$ cat src/rtl/ofm_writer.sv
// ---------------------------------------------------------------------------
// ofm_writer
//   Streams a layer's output feature map (OFM) from the compute pipeline into
//   DDR. Each 64-bit beat becomes a single-beat, 8-byte AXI write. Beat k
//   goes to base_addr + 8*k, and the address wraps modulo 2^ADDR_W. Incoming
//   beats are buffered in a small FIFO. The address channel runs ahead of
//   the data channel and does not wait for data.
//
// Parameters
//   FIFO_DEPTH : beats buffered between s_* and the W channel
//                (power of two, >= 2)
//   ADDR_W     : AXI address width
//
// Ports
//   clk, rst_n        : clock, asynchronous active-low reset
//   start             : one-cycle pulse, accepted only when idle
//   base_addr         : byte address of the first beat (sampled on start)
//   num_beats         : number of beats to write (sampled on start)
//   busy              : high from the accepted start until done
//   done              : one-cycle completion pulse
//   s_data/s_valid    : OFM beat stream from the compute pipeline
//   s_ready           : block accepts s_data this cycle
//   m_axi_ofm_aw*     : AXI write-address channel (single beat)
//   m_axi_ofm_w*      : AXI write-data channel (single beat)
// ---------------------------------------------------------------------------
module ofm_writer #(
    parameter int FIFO_DEPTH = 8,
    parameter int ADDR_W     = 32
) (
    input  logic              clk,
    input  logic              rst_n,
    input  logic              start,
    input  logic [ADDR_W-1:0] base_addr,
    input  logic [15:0]       num_beats,
    output logic              busy,
    output logic              done,
    input  logic [63:0]       s_data,
    input  logic              s_valid,
    output logic              s_ready,
    output logic [ADDR_W-1:0] m_axi_ofm_awaddr,
    output logic              m_axi_ofm_awvalid,
    input  logic              m_axi_ofm_awready,
    output logic [63:0]       m_axi_ofm_wdata,
    output logic              m_axi_ofm_wvalid,
    input  logic              m_axi_ofm_wready
);

    localparam int PTR_W = $clog2(FIFO_DEPTH);
    localparam int CNT_W = PTR_W + 1;

    typedef enum logic [1:0] {IDLE, RUN, DONE} state_t;

    state_t           state, next_state;
    logic [15:0]      nb;                   // num_beats latched for this job
    logic [15:0]      in_cnt, aw_cnt, w_cnt;
    logic [63:0]      mem [FIFO_DEPTH];
    logic [PTR_W-1:0] wr_ptr, rd_ptr;
    logic [CNT_W-1:0] count;
    logic             full, empty, push, pop, aw_hs, start_ok;
    logic             aw_last, w_last;

    assign start_ok = (state == IDLE) && start;
    assign full     = (count == CNT_W'(FIFO_DEPTH));
    assign empty    = (count == '0);

    // The full check ignores a pop in the same cycle. This keeps s_ready
    // free of any combinational path from wready.
    assign s_ready = (state == RUN) && !full && (in_cnt < nb);
    assign push    = s_valid && s_ready;

    assign m_axi_ofm_wvalid  = (state == RUN) && !empty;
    assign pop               = m_axi_ofm_wvalid && m_axi_ofm_wready;
    // Drive wdata to zero when nothing is valid. This keeps it zero in reset
    // even though the storage array itself is never cleared.
    assign m_axi_ofm_wdata   = m_axi_ofm_wvalid ? mem[rd_ptr] : '0;

    assign m_axi_ofm_awvalid = (state == RUN) && (aw_cnt < nb);
    assign aw_hs             = m_axi_ofm_awvalid && m_axi_ofm_awready;

    assign busy = (state == RUN) || (state == DONE);
    assign done = (state == DONE);

    // Look ahead by the handshakes that complete in this cycle. This raises
    // done in the cycle right after the final AW/W handshake.
    assign aw_last = ((aw_cnt + 16'(aw_hs)) == nb);
    assign w_last  = ((w_cnt + 16'(pop)) == nb);

    // NOTE: combinational blocks assign every output a default first, so no
    // path through the case can leave a value held and infer a latch.
    always_comb begin
        next_state = state;
        case (state)
            IDLE: if (start) next_state = (num_beats == '0) ? DONE : RUN;
            RUN:  if (aw_last && w_last) next_state = DONE;
            DONE: next_state = IDLE;
            default: next_state = IDLE;
        endcase
    end

    // NOTE: sequential state uses non-blocking assignments, so every flop
    // samples its pre-edge inputs regardless of statement order.
    always_ff @(posedge clk or negedge rst_n) begin
        if (!rst_n) state <= IDLE;
        else        state <= next_state;
    end

    // Job counters and the write-address register.
    always_ff @(posedge clk or negedge rst_n) begin
        if (!rst_n) begin
            nb               <= '0;
            in_cnt           <= '0;
            aw_cnt           <= '0;
            w_cnt            <= '0;
            m_axi_ofm_awaddr <= '0;
        end else if (start_ok) begin
            nb               <= num_beats;
            in_cnt           <= '0;
            aw_cnt           <= '0;
            w_cnt            <= '0;
            m_axi_ofm_awaddr <= base_addr;
        end else begin
            if (push) in_cnt <= in_cnt + 16'd1;
            if (pop)  w_cnt  <= w_cnt + 16'd1;
            if (aw_hs) begin
                aw_cnt           <= aw_cnt + 16'd1;
                m_axi_ofm_awaddr <= m_axi_ofm_awaddr + ADDR_W'(8);
            end
        end
    end

    // FIFO control. Pointers wrap naturally because the depth is a power
    // of two.
    always_ff @(posedge clk or negedge rst_n) begin
        if (!rst_n) begin
            wr_ptr <= '0;
            rd_ptr <= '0;
            count  <= '0;
        end else begin
            if (push) wr_ptr <= wr_ptr + PTR_W'(1);
            if (pop)  rd_ptr <= rd_ptr + PTR_W'(1);
            case ({push, pop})
                2'b10:   count <= count + CNT_W'(1);
                2'b01:   count <= count - CNT_W'(1);
                default: count <= count;
            endcase
        end
    end

    // NOTE: the storage array has no reset. Emptiness is tracked by the
    // pointers and the count, so stale contents are never presented.
    always_ff @(posedge clk) begin
        if (push) mem[wr_ptr] <= s_data;
    end

endmodule

$ cat config.mk
export PLATFORM = sky130hd
export DESIGN_NAME = ofm_writer
export DESIGN_NICKNAME = d
export VERILOG_FILES = /design/src/rtl/ofm_writer.sv
export SDC_FILE = /design/constraint.sdc
export NUM_CORES = 1
export LEC_CHECK = 0
export CAP_MARGIN = 20
export CELL_PAD_IN_SITES_DETAIL_PLACEMENT = 1
export CELL_PAD_IN_SITES_GLOBAL_PLACEMENT = 1
export CORE_MARGIN = 2
export CORE_UTILIZATION = 49
export CTS_BUF_LIST = sky130_fd_sc_hd__clkbuf_8
export DETAILED_ROUTE_END_ITERATION = 6
export PLACE_DENSITY_LB_ADDON = 0.1
export SETUP_SLACK_MARGIN = 0.5
export SLEW_MARGIN = 10
export SYNTH_ARGS = -nofsm -noshare
export SYNTH_HDL_FRONTEND = slang
export SYNTH_SLANG_ARGS = --single-unit
$ cat constraint.sdc
create_clock -name clk -period 20.6 [get_ports clk]
set_clock_uncertainty 0.2 [all_clocks]
set_input_delay 4.12 -clock clk [delete_from_list [all_inputs] [get_ports clk]]
set_output_delay 4.12 -clock clk [all_outputs]
set_load 0.02 [all_outputs]
==> key figures <==
Worst setup path
  • CP required: 16280 ps
  • CP Depth: 5
  • Worst-path cell chain: buf_4 > mux4_2 > mux2i_1 > nor2_1 > clkdlybuf4s50_1
  • Crit path DAT: 4140 ps
  • Crit path launch type: flop
  • Slowest stage cell, crit path: dfrtp_4
  • Buf+Inv Stages, Crit Path: 2
  • Critical path class: flop to primary output
  • CP top delay family: buffers and inverters
  • Max stage delay on crit path: approximately 1000 ps
  • CP Capture Type: primary output
  • Worst reg2reg path depth: 18
  • Critical path fanouts, max: 68

Place
  • Input/output buffers: 218
  • Final GP Congestion: ~0.82
  • Placed Instance Area: just under 30000 um2
  • DP Worst Slack: between 10000 and 15000 ps
  • Dpl hpwl: roughly 38000 um

Floorplan
  • Die area: roughly 56000 um2
  • Initial Util: between 40% and 50%
  • Die span in x: 236 um
  • Top-level I/O count: about 220
  • Die Ht: 236 um
  • Row count: between 80 and 90
  • Core ar.: ~53000 um2

Logic synthesis
  • Average size of a mapped cell: between 15 and 20 um2
  • Ys async rst share: between 15 and 20%
  • Number of synthesized flops with an enable pin: approximately 500
  • Seq cells post-synth: 620
  • Synth area leaders: edfxtp_1 58%, mux4_2 11%, dfrtp_1 10%
  • Yosys top cell by area: edfxtp_1
  • Commonest cells in the synthesized netlist: 512 x edfxtp_1, 128 x mux4_2, 108 x dfrtp_1, 108 x nor2_1, 101 x nand2_1
  • Netlist Area Pre-Place: 26300 um2
  • Count of cell types in the netlist: 62
  • Synth Warn #: 0
  • Post-Syn Instances: 1609
  • Syn Nets: approximately 1.8k
  • Post-synth top flop: edfxtp_1
  • Post-synth top area share: 58.5%
  • Count leader, synth: edfxtp_1
  • Sequential share of the synthesized area: slightly below 70%

Timing
  • Least-Margin Pin Slew: roughly 1100 ps
  • Final Max Slew Viols: 0
  • Final hold slack: between 200 and 300 ps
  • Max frequency: between 100 and 150 MHz
  • Fin worst setup slack: 12140 ps
  • Hold Fails Final Rpt: 0
  • Slew Limit Headroom: between 20 and 30%
  • Final setup TNS: 0 ps
  • RSZ-0062 raised after global routing: false
  • Fraction of the cycle the final worst path needs: about two fifths
  • Fin crit period: 8460 ps
  • # setup viols final: 0

Power
  • Sw Share: roughly a third
  • Comb pwr share: 31.3%
  • Maximum vdd drop: just under 0.07 mV
  • Leakage: approximately 11 nW
  • Pwr/cell area: about 120 nW/um2
  • Internal Power: 2.54 mW
  • Register share of total power: 42.7%
  • Clock Power Share: 26.0%
  • Switch Pwr: 1.25 mW

Global routing
  • Largest net degree at the start of global routing: between 70 and 80
  • First-pass GRT wire length: approximately 98000 um
  • Vias in the first global route: roughly 17k
  • Initial antenna violation count: 8
  • Overflow after GRT: 0
  • GRT Overall Usage: about a quarter

Clocking
  • Hold buffers post-CTS: 0
  • CTS Sinks: 620
  • CTS Root Buffer Type: clkbuf_8
  • Post-CTS Resized: 0
  • CTS Buf Count: 101
  • TritonCTS clock tree: done
  • Worst-Skew Late Latency: roughly 690 ps
  • Maximum root-to-sink buffer count: 3
  • H-tree depth: 3
  • Setup bufs post-CTS: 0
  • Reg clk slew, reported paths: 60 ps

Routing
  • Vias per inst: around 5.7
  • Post-route ant nets: 0
  • First-pass DRT Iterations: 5
  • DRT iter0 DRCs: approximately 1.0k
  • Via count: approximately 15k
  • Drt wl/cell: 24.0 um
  • DRC viols: 0
  • WL final: roughly 64000 um

Layout
  • NumNets Final: 2045
  • Post-route cell area: slightly above 30000 um2
  • Share of cells above drive strength 1: 15.6%
  • Area Growth Syn to Fin: 18.6%

Min path
  • Worst Hold Class: flop to flop
  • Hold Path Depth: 2

Job
  • Max-cap violations: 0

Outcome
  • Status: finished, final reports clean
## cell type report
cell class,count,area [um2]
diodes,4,10.0
clock buffers,103,1420
clock inverters,78,419
fillers,4917,21600
inverters,37,139
multi-input cells,876,7830
flip-flops and latches,620,18100
well taps,688,861
repair buffers,244,2410
## worst paths after layout
path,startpoint,end,slack (ps)
min in group asynchronous,rst_n,m_axi_ofm_awaddr[18],3270
max in group asynchronous,rst_n,rd_ptr[1],15570
max,rd_ptr[1],m_axi_ofm_wdata[18],12140
min,m_axi_ofm_awaddr[2],m_axi_ofm_awaddr[2],280
min reg2reg,m_axi_ofm_awaddr[2],m_axi_ofm_awaddr[2],280
max reg2reg,nb[6],state[0],15160
## flip-flops by register name (all words and copies together), names as in the netlist
name,count
nb,16
state,2
aw_cnt,16
mem,512
wr_ptr,3
w_cnt,16
rd_ptr,3
m_axi_ofm_awaddr,32
count,4
in_cnt,16
## routing by layer
| layer | up-vias | wire length [um] | global-route usage (%) |
|---|---|---|---|
| li1 | 6809 | - | - |
| met1 | 7912 | 26700 | 29.9 |
| met2 | 379 | 32300 | 39.9 |
| met3 | 97 | 3240 | 4.92 |
| met4 | 8 | 1330 | 7.59 |
| met5 | - | 48 | 0 |
## power groups by stage
stage / clock (mW) / sequential (mW) / combinational [mW]
6_report: 0.984 / 1.62 / 1.19
5_1_grt: 1.06 / 1.63 / 1.28
4_1_cts: 1.01 / 1.64 / 1.18
3_5_place_dp: 0 / 1.66 / 1.17
3_3_place_gp: 0 / 1.66 / 1.15
2_1_floorplan: 0 / 1.59 / 0.793
## metrics by stage
| stage | power, mW | utilization (%) | std cells |
|---|---|---|---|
| finish | 3.79 | 59.1 | 2650 |
| global route | 3.98 | 59.1 | 2648 |
| CTS | 3.83 | 59.0 | 2644 |
| detailed placement | 2.83 | 55.5 | 2463 |
| global placement | 2.80 | 55.5 | 2463 |
| floorplan | 2.39 | - | 1609 |
## worst register-to-register path: stages, from the launching register on
cell      delay (ps)
dfrtp_1          460
inv_1            150
ha_1             340
a21o_1           190
a21oi_1          180
nand2b_1         100
a211oi_2         370
o211ai_1         290
inv_1            630
ha_1             360
ha_1             290
xnor2_1          170
nand3_1          100
nor2b_1          150
or4_1            530
nor4_2           290
nand4_1          220
a21oi_2          210
o21ai_0          100
## placed cells by master, fill, tap and decap left out, types with 33 or more instances in the layout
cell             Yosys  final
xnor2_1             57     57
nand3_1             36     36
clkbuf_8             0    103
o21ai_0             62     62
nor2_1             108    107
clkdlybuf4s50_1      0    217
inv_1               36     63
ha_1                46     46
mux4_2             128    128
mux2i_1             67     67
dfrtp_1            108    105
xor2_1              33     33
nand2_1            101    101
edfxtp_1           512    512
## cell families (layout without fill, tap and decap cells)
family	count (synthesis)	count (layout)	share of synthesized area, %
buffers and inverters	113	462	1.65
AND/OR/NAND/NOR	395	395	7.32
multiplexers	196	196	13.6
adder cells (fa/ha/maj)	47	47	2.27
AO/OA/AOI/OAI	148	148	3.42
other	0	4	0
XOR/XNOR	90	90	3.00
flip-flops	620	620	68.8
Power figures use the tool's default switching activity.
